<file path="src/rtl/adpt_dequantizer_if.sv">
// Register bus: word addressed; a write takes effect on the edge where wr=1.
// A read issued on edge k returns rdata together with a one-cycle rvalid after edge k.
interface rwbus_interface;
    logic        clk;
    logic [31:0] baseaddr;
    logic [31:0] addr;
    logic [31:0] wdata;
    logic        wr;
    logic        rd;
    logic [31:0] rdata;
    logic        rvalid;

    modport master (output clk, baseaddr, addr, wdata, wr, rd, input rdata, rvalid);
    modport slave  (input clk, baseaddr, addr, wdata, wr, rd, output rdata, rvalid);
endinterface

</file>
<file path="src/rtl/adpt_dequantizer.sv">
// Purpose: adaptive-step dequantizer, dat_out = sat((2c+1)*step), step tuned from the saturation rate per window.
// Latency: a code accepted on edge k appears on dat_out with valid after edge k+2; full throughput.
// Backpressure: none; every cycle with we=1 is accepted, and register reads always complete in one cycle.
module adpt_dequantizer #(
    parameter logic [31:0] ID        = 32'h12345679,
    parameter int          N_dig_in  = 3,
    parameter int          N_dig_out = 13
) (
    input  logic                        clk,
    input  logic                        resetn,
    input  logic signed [N_dig_in-1:0]  dat_in,
    input  logic                        we,
    output logic signed [N_dig_out-1:0] dat_out,
    output logic                        valid,
    rwbus_interface.slave               bus
);
    localparam int PW = N_dig_in + N_dig_out + 1;
    localparam int SW = N_dig_out - 1;
    localparam logic [SW-1:0] STEP_MAX = '1;
    localparam logic [SW-1:0] STEP_ONE = SW'(1);
    localparam logic [SW-1:0] STEP_RST = SW'(1) << (N_dig_out - N_dig_in - 1);
    localparam logic signed [PW-1:0] OMAX = {{(PW-N_dig_out+1){1'b0}}, {(N_dig_out-1){1'b1}}};
    localparam logic signed [PW-1:0] OMIN = {{(PW-N_dig_out+1){1'b1}}, {(N_dig_out-1){1'b0}}};
    localparam logic signed [N_dig_in-1:0] CMIN = {1'b1, {(N_dig_in-1){1'b0}}};
    localparam logic signed [N_dig_in-1:0] CMAX = {1'b0, {(N_dig_in-1){1'b1}}};

    // datapath pipeline
    logic                        s0_vld, s1_vld;
    logic signed [N_dig_in-1:0]  s0_code;
    logic [SW-1:0]               s0_step;
    logic signed [PW-1:0]        s1_prod, odd_x, step_x;
    logic [N_dig_out-1:0]        sat_val;

    // registers and window state
    logic          auto_en;
    logic [SW-1:0] step;
    logic [15:0]   win, sat_lo, sat_hi, status;
    logic [15:0]   samp_cnt, sat_cnt;

    assign odd_x  = PW'($signed({s0_code, 1'b1}));
    assign step_x = PW'($signed({1'b0, s0_step}));

    always_comb begin
        sat_val = s1_prod[N_dig_out-1:0];
        if (s1_prod > OMAX)      sat_val = {1'b0, {(N_dig_out-1){1'b1}}};
        else if (s1_prod < OMIN) sat_val = {1'b1, {(N_dig_out-1){1'b0}}};
    end

    always_ff @(posedge clk or negedge resetn) begin
        if (!resetn) begin
            s0_vld  <= 1'b0;
            s0_code <= '0;
            s0_step <= '0;
            s1_vld  <= 1'b0;
            s1_prod <= '0;
            valid   <= 1'b0;
            dat_out <= '0;
        end else begin
            s0_vld <= we;
            if (we) begin
                s0_code <= dat_in;
                s0_step <= step;
            end
            s1_vld <= s0_vld;
            if (s0_vld) s1_prod <= odd_x * step_x;
            valid <= s1_vld;
            if (s1_vld) dat_out <= sat_val;
        end
    end

    // bus decode: the block occupies 8 words above baseaddr
    logic [31:0] off;
    logic        in_rng, wr_ctrl, wr_step, wr_win, wr_sat, win_clr, bus_override;
    logic [31:0] rd_mux;

    assign off     = bus.addr - bus.baseaddr;
    assign in_rng  = (off[31:3] == '0);
    assign wr_ctrl = bus.wr && in_rng && (off[2:0] == 3'd1);
    assign wr_step = bus.wr && in_rng && (off[2:0] == 3'd2);
    assign wr_win  = bus.wr && in_rng && (off[2:0] == 3'd3);
    assign wr_sat  = bus.wr && in_rng && (off[2:0] == 3'd4);
    assign win_clr = wr_ctrl && bus.wdata[1];
    assign bus_override = wr_step || wr_win || win_clr;

    always_comb begin
        rd_mux = '0;
        case (off[2:0])
            3'd0: rd_mux = ID;
            3'd1: rd_mux = {31'd0, auto_en};
            3'd2: rd_mux = {{(32-SW){1'b0}}, step};
            3'd3: rd_mux = {16'd0, win};
            3'd4: rd_mux = {sat_hi, sat_lo};
            3'd5: rd_mux = {16'd0, status};
            default: rd_mux = '0;
        endcase
    end

    // window bookkeeping and step adaptation
    logic          is_sat, win_end;
    logic [15:0]   win_eff, sat_next;
    logic [SW-1:0] delta, step_up, step_dn, wr_step_val;
    logic [SW:0]   up_sum;

    assign is_sat   = (dat_in == CMIN) || (dat_in == CMAX);
    assign win_eff  = (win == 16'd0) ? 16'd1 : win;
    assign win_end  = we && (({1'b0, samp_cnt} + 17'd1) >= {1'b0, win_eff});
    assign sat_next = sat_cnt + {15'd0, is_sat};
    assign delta    = ((step >> 3) == '0) ? STEP_ONE : (step >> 3);
    assign up_sum   = {1'b0, step} + {1'b0, delta};
    assign step_up  = (up_sum > {1'b0, STEP_MAX}) ? STEP_MAX : up_sum[SW-1:0];
    assign step_dn  = (step <= delta) ? STEP_ONE : (step - delta);
    assign wr_step_val = (bus.wdata[SW-1:0] == '0) ? STEP_ONE : bus.wdata[SW-1:0];

    always_ff @(posedge clk or negedge resetn) begin
        if (!resetn) begin
            auto_en  <= 1'b0;
            step     <= STEP_RST;
            win      <= 16'd1024;
            sat_lo   <= 16'd16;
            sat_hi   <= 16'd256;
            status   <= '0;
            samp_cnt <= '0;
            sat_cnt  <= '0;
        end else begin
            if (wr_ctrl) auto_en <= bus.wdata[0];
            if (wr_win)  win <= bus.wdata[15:0];
            if (wr_sat) begin
                sat_lo <= bus.wdata[15:0];
                sat_hi <= bus.wdata[31:16];
            end
            // a register write in the window-end cycle discards that window's result
            if (wr_step) begin
                step <= wr_step_val;
            end else if (win_end && !bus_override && auto_en) begin
                if (sat_next > sat_hi)      step <= step_up;
                else if (sat_next < sat_lo) step <= step_dn;
            end
            if (wr_win || win_clr) begin
                samp_cnt <= '0;
                sat_cnt  <= '0;
            end else if (win_end) begin
                if (!bus_override) status <= sat_next;
                samp_cnt <= '0;
                sat_cnt  <= '0;
            end else if (we) begin
                samp_cnt <= samp_cnt + 16'd1;
                sat_cnt  <= sat_next;
            end
        end
    end

    always_ff @(posedge clk or negedge resetn) begin
        if (!resetn) begin
            bus.rvalid <= 1'b0;
            bus.rdata  <= '0;
        end else begin
            bus.rvalid <= bus.rd && in_rng;
            if (bus.rd) bus.rdata <= in_rng ? rd_mux : 32'd0;
        end
    end

    logic unused_bus_clk;
    assign unused_bus_clk = bus.clk;
endmodule

</file>
<file path="src/flat_wrapper.sv">
// flat-port wrapper written by rule: the top's interface ports become plain ports
module adpt_dequantizer_flat 
#(
    parameter logic [31:0] ID        = 32'h12345679,
    parameter int          N_dig_in  = 3,
    parameter int          N_dig_out = 13
)
  (clk, resetn, dat_in, we, dat_out, valid, bus_clk, bus_baseaddr, bus_addr, bus_wdata, bus_wr, bus_rd, bus_rdata, bus_rvalid);
  rwbus_interface bus_i ();
  input  logic clk;
  input  logic resetn;
  input  logic signed [N_dig_in-1:0] dat_in;
  input  logic we;
  output logic signed [N_dig_out-1:0] dat_out;
  output logic valid;
  input wire logic [$bits(bus_i.clk)-1:0] bus_clk;
  input wire logic [$bits(bus_i.baseaddr)-1:0] bus_baseaddr;
  input wire logic [$bits(bus_i.addr)-1:0] bus_addr;
  input wire logic [$bits(bus_i.wdata)-1:0] bus_wdata;
  input wire logic [$bits(bus_i.wr)-1:0] bus_wr;
  input wire logic [$bits(bus_i.rd)-1:0] bus_rd;
  output wire logic [$bits(bus_i.rdata)-1:0] bus_rdata;
  output wire logic [$bits(bus_i.rvalid)-1:0] bus_rvalid;
  assign bus_i.clk = bus_clk;
  assign bus_i.baseaddr = bus_baseaddr;
  assign bus_i.addr = bus_addr;
  assign bus_i.wdata = bus_wdata;
  assign bus_i.wr = bus_wr;
  assign bus_i.rd = bus_rd;
  assign bus_rdata = bus_i.rdata;
  assign bus_rvalid = bus_i.rvalid;
  adpt_dequantizer #(.ID(ID), .N_dig_in(N_dig_in), .N_dig_out(N_dig_out)) u_core (.clk(clk), .resetn(resetn), .dat_in(dat_in), .we(we), .dat_out(dat_out), .valid(valid), .bus(bus_i));
endmodule
</file>
<file path="config.mk">
export PLATFORM = sky130hd
export DESIGN_NAME = adpt_dequantizer_flat
export DESIGN_NICKNAME = d
export VERILOG_FILES = /design/src/rtl/adpt_dequantizer_if.sv /design/src/rtl/adpt_dequantizer.sv /design/src/flat_wrapper.sv
export SDC_FILE = /design/constraint.sdc
export NUM_CORES = 1
export LEC_CHECK = 0
export BUFFER_PORTS_ARGS = -buffer_cell sky130_fd_sc_hd__buf_2
export CAP_MARGIN = 20
export CORE_MARGIN = 1
export CORE_UTILIZATION = 30
export CTS_CLUSTER_DIAMETER = 120
export DETAILED_ROUTE_END_ITERATION = 10
export GPL_TIMING_DRIVEN = 0
export SYNTH_ARGS = -nofsm -noshare
export SYNTH_HDL_FRONTEND = slang
export SYNTH_SLANG_ARGS = --single-unit
</file>
<file path="constraint.sdc">
create_clock -name clk -period 4.9 [get_ports clk]
set_input_delay 0.245 -clock clk [delete_from_list [all_inputs] [get_ports clk]]
set_output_delay 0.245 -clock clk [all_outputs]
set_load 0.02 [all_outputs]
</file>
==> summary.txt <==
Outcome
  • Outcome: finished clean

Worst setup path
  • Crit-path max cell delay: between 0.3 and 0.4 ns
  • Crit-path most repeated cell: a21o_1
  • Critical path depth: 20
  • Crit end category: flip-flop
  • Top cell family by delay on the critical path: compound AO/OA/AOI/OAI gates
  • Worst r2r path cells: 20
  • Setup crit start kind: flip-flop
  • WS Path Type: flip-flop to flip-flop
  • CP Buf/Inv Count: 2
  • Critical Path AT: 5.04 ns
  • Slowest-stage cell, CP: a2111oi_4
  • Crit path required time: 5.25 ns
  • Max FO, Critical Path: 6
  • Critical path cell sequence: ha_1 > ha_2 > and3_1 > and3_2 > and3_4 > nand3_2 > xnor2_4 > ha_1 > a21o_1 > a21o_1 > a21o_1 > a2111oi_4 > a221o_2 > buf_4 > buf_4 > nor2_1 > a311oi_1 > o21ai_1 > mux2_2 > mux2_2

Place
  • Placer congestion estimate: 0.8884
  • DP HPWL: 36080 um
  • Port Buf Inserts: 150
  • Placed cell area: 16270 um2
  • Setup WS pre-CTS: -1.566 ns

Pwr
  • Share of total power in sequential cells: 37.7%
  • Switch share: 35.19%
  • Lkg Pwr: ~0.0086 uW
  • VDD IR max: around 250 uV
  • Clock network power share: approximately a third
  • Logic pwr share: 30.2%
  • P_sw: 1587 uW
  • Int Pwr: between 2000 and 3000 uW
  • Power per cell area: 263.3 nW/um2

Timing
  • Worst slew pin tran: 0.8039 ns
  • Final setup violation count: 0
  • Worst hold slack: around 0.017 ns
  • Final Max Slew Viols: 0
  • Slew Limit Headroom: 45.02%
  • Clock Skew: 0.02267 ns
  • PnR worst setup slack: 0.2037 ns
  • Period utilisation layout: 95.84%
  • Final hold violations: 0
  • F_max: between 200 and 250 MHz
  • Final min period: 4.696 ns

Drt
  • Total wire length: 45850 um
  • Avg WL per Cell: 18.61 um
  • Antenna Nets Post-Route: 0
  • Vias per cell: 5.301
  • Drc violations: 0
  • Vias: ~13000
  • DR iter-0 viols: 860
  • Detailed Routing Iterations Pass 1: 7

CTS
  • CTS tree: yes
  • CTS Buf Count: 17
  • Root buffer cell: clkbuf_16
  • Clock Tree Buf Depth: 2
  • Worst-Skew Late Latency: 0.46 ns
  • CTS clk-pin slew, worst paths: 0.08 ns
  • CTS sink cnt: between 150 and 200
  • # H-tree levels: 4

Floorplan
  • Die Y: between 200 and 250 um
  • Core area: 48050 um2
  • Die width: approximately 220 um
  • Rows: 80
  • I/O pins: 152
  • Die Area: 49890 um2
  • Starting density of the core: slightly above 30%

GRT
  • Number of global-route vias before repair: ~13000
  • First-pass GRT wire length: around 72000 um
  • Initial antenna violation count: 7
  • GR Util All Layers: 18.42%
  • Grt total ovfl: 0
  • Largest net degree at the start of global routing: approximately 110

Logic synthesis
  • Most frequent cell after synthesis: dfrtp_1
  • Synth Cell Area: 14700 um2
  • Syn_area_per_cell: 8.883 um2
  • Register area share after synthesis: 32.37%
  • Biggest area consumer among synthesized cells: dfrtp_1
  • Top cells by area, synth: dfrtp_1 (32%), ha_1 (11%), mux2_2 (4.6%)
  • Asr flop ratio synth: 100.0%
  • Post-synth EDFFs: 0
  • Syn. warnings: 0
  • Syn Nets: 1916
  • Flops & latches, synth: 190
  • Top-area cell type share of the netlist area: 31.66%
  • Dominant synthesized flop cell: dfrtp_1
  • Yosys cell types: 95
  • Synth Instances: 1655
  • Most frequent cells after synthesis: dfrtp_1 (186), inv_1 (159), nand2_1 (145)

Final layout
  • Final nets: 2093
  • Finished Cell Area: about 17000 um2
  • Final Util: 35.65%
  • Layout cells sized above 1: 19.40%
  • P&R area growth vs syn: 16.52%
  • Fill count: 4980

Worst hold path
  • Hold depth: 3
  • Worst min path class: primary input to flip-flop

Job
  • MaxCap Viol Count: 0
==> final timing paths <==
kind	startpoint	endpoint	slack, ns
worst min register to register	u_core.s0_vld	u_core.s1_vld	0.38
max in group asynchronous	resetn	u_core.bus.rdata[14]	3.48
worst max register to register	u_core.sat_cnt[0]	u_core.step[3]	0.20
worst min-delay path	bus_wdata[26]	u_core.sat_hi[10]	0.02
min in group asynchronous	resetn	u_core.s1_prod[15]	0.37
worst max-delay path	u_core.sat_cnt[0]	u_core.step[3]	0.20
==> routing by layer <==
layer	wire [um]	global-route usage [%]	part of all wire, %	vias to the layer above
met4	1400	6.518	3.1	4
met2	21270	30.04	46	378
met1	20400	24.58	44	6362
met5	31	0	0.068	-
li1	-	-	-	6244
met3	2754	2.963	6.0	74
==> layout by cell type, fill, tap and decap left out, types with 31 or more instances in the layout <==
| cell | instances |
|---|---|
| a21oi_1 | 120 |
| buf_2 | 172 |
| clkbuf_1 | 47 |
| dfrtp_1 | 183 |
| ha_1 | 131 |
| inv_1 | 159 |
| mux2_2 | 60 |
| nand2_1 | 145 |
| nand3_1 | 48 |
| nand4_1 | 31 |
| nor2_1 | 106 |
| o21ai_0 | 93 |
==> layout make-up <==
type                    instances  area [um2]  area share, %
diodes                          4       10.01        0.05843
plain buffers                  85       411.6          2.403
clock buffers                  17       425.4          2.483
clock inverters                15       177.7          1.037
inverters                     161       604.3          3.528
multi-input cells            1212        9065          52.92
flip-flops and latches        190        4763          27.81
well taps                     615       769.5          4.492
repair buffers                165       903.4          5.274
==> registers in the layout (all words and copies together) (netlist names) <==
name,count
u_core.dat_out,13
u_core.win,16
u_core.s0_code,3
u_core.bus.rvalid,1
u_core.status,16
u_core.s1_vld,1
u_core.s0_vld,1
u_core.sat_cnt,16
u_core.samp_cnt,16
u_core.auto_en,1
u_core.sat_hi,16
u_core.s0_step,12
u_core.step,12
u_core.sat_lo,16
u_core.valid,1
u_core.bus.rdata,32
u_core.s1_prod,17
==> cells by family after synthesis <==
group | Yosys count | share of synthesized area [%]
flops | 190 | 32.37
buf+inv | 253 | 7.013
mux | 92 | 7.345
compound gates | 440 | 19.89
xor+xnor | 53 | 3.157
fa+ha+maj | 156 | 14.50
simple gates | 471 | 15.72
==> tightest hold or removal path, cell delays in order <==
cell	delay [ns]
buf_2	0.08
nand2_1	0.04
o21ai_0	0.06
==> through the flow <==
stage                      TNS, ns  cells  total power (uW)
after floorplan                  0   1655              2606
after global placement      -17.93   2420              3003
after detailed placement    -17.69   2422              3026
after CTS                        0   2458              4479
after global routing      -0.03267   2464              4739
final                            0   2464              4510
==> power by group through the flow <==
| stage | logic, uW | registers (uW) | clock network (uW) |
|---|---|---|---|
| 6_report | 1360 | 1700 | 1450 |
| 5_1_grt | 1490 | 1710 | 1530 |
| 4_1_cts | 1300 | 1700 | 1480 |
| 3_5_place_dp | 1300 | 1730 | 0 |
| 3_3_place_gp | 1280 | 1720 | 0 |
| 2_1_floorplan | 860 | 1750 | 0 |
==> timing repair <==
item	CTS	global route
setup endpoints to repair	15	48
hold buffers	4	0
pin swaps	3	3
endpoints found under the hold margin	79	0
setup buffers	6	3
resized for setup	12	34
(Power assumes the default switching activity.)
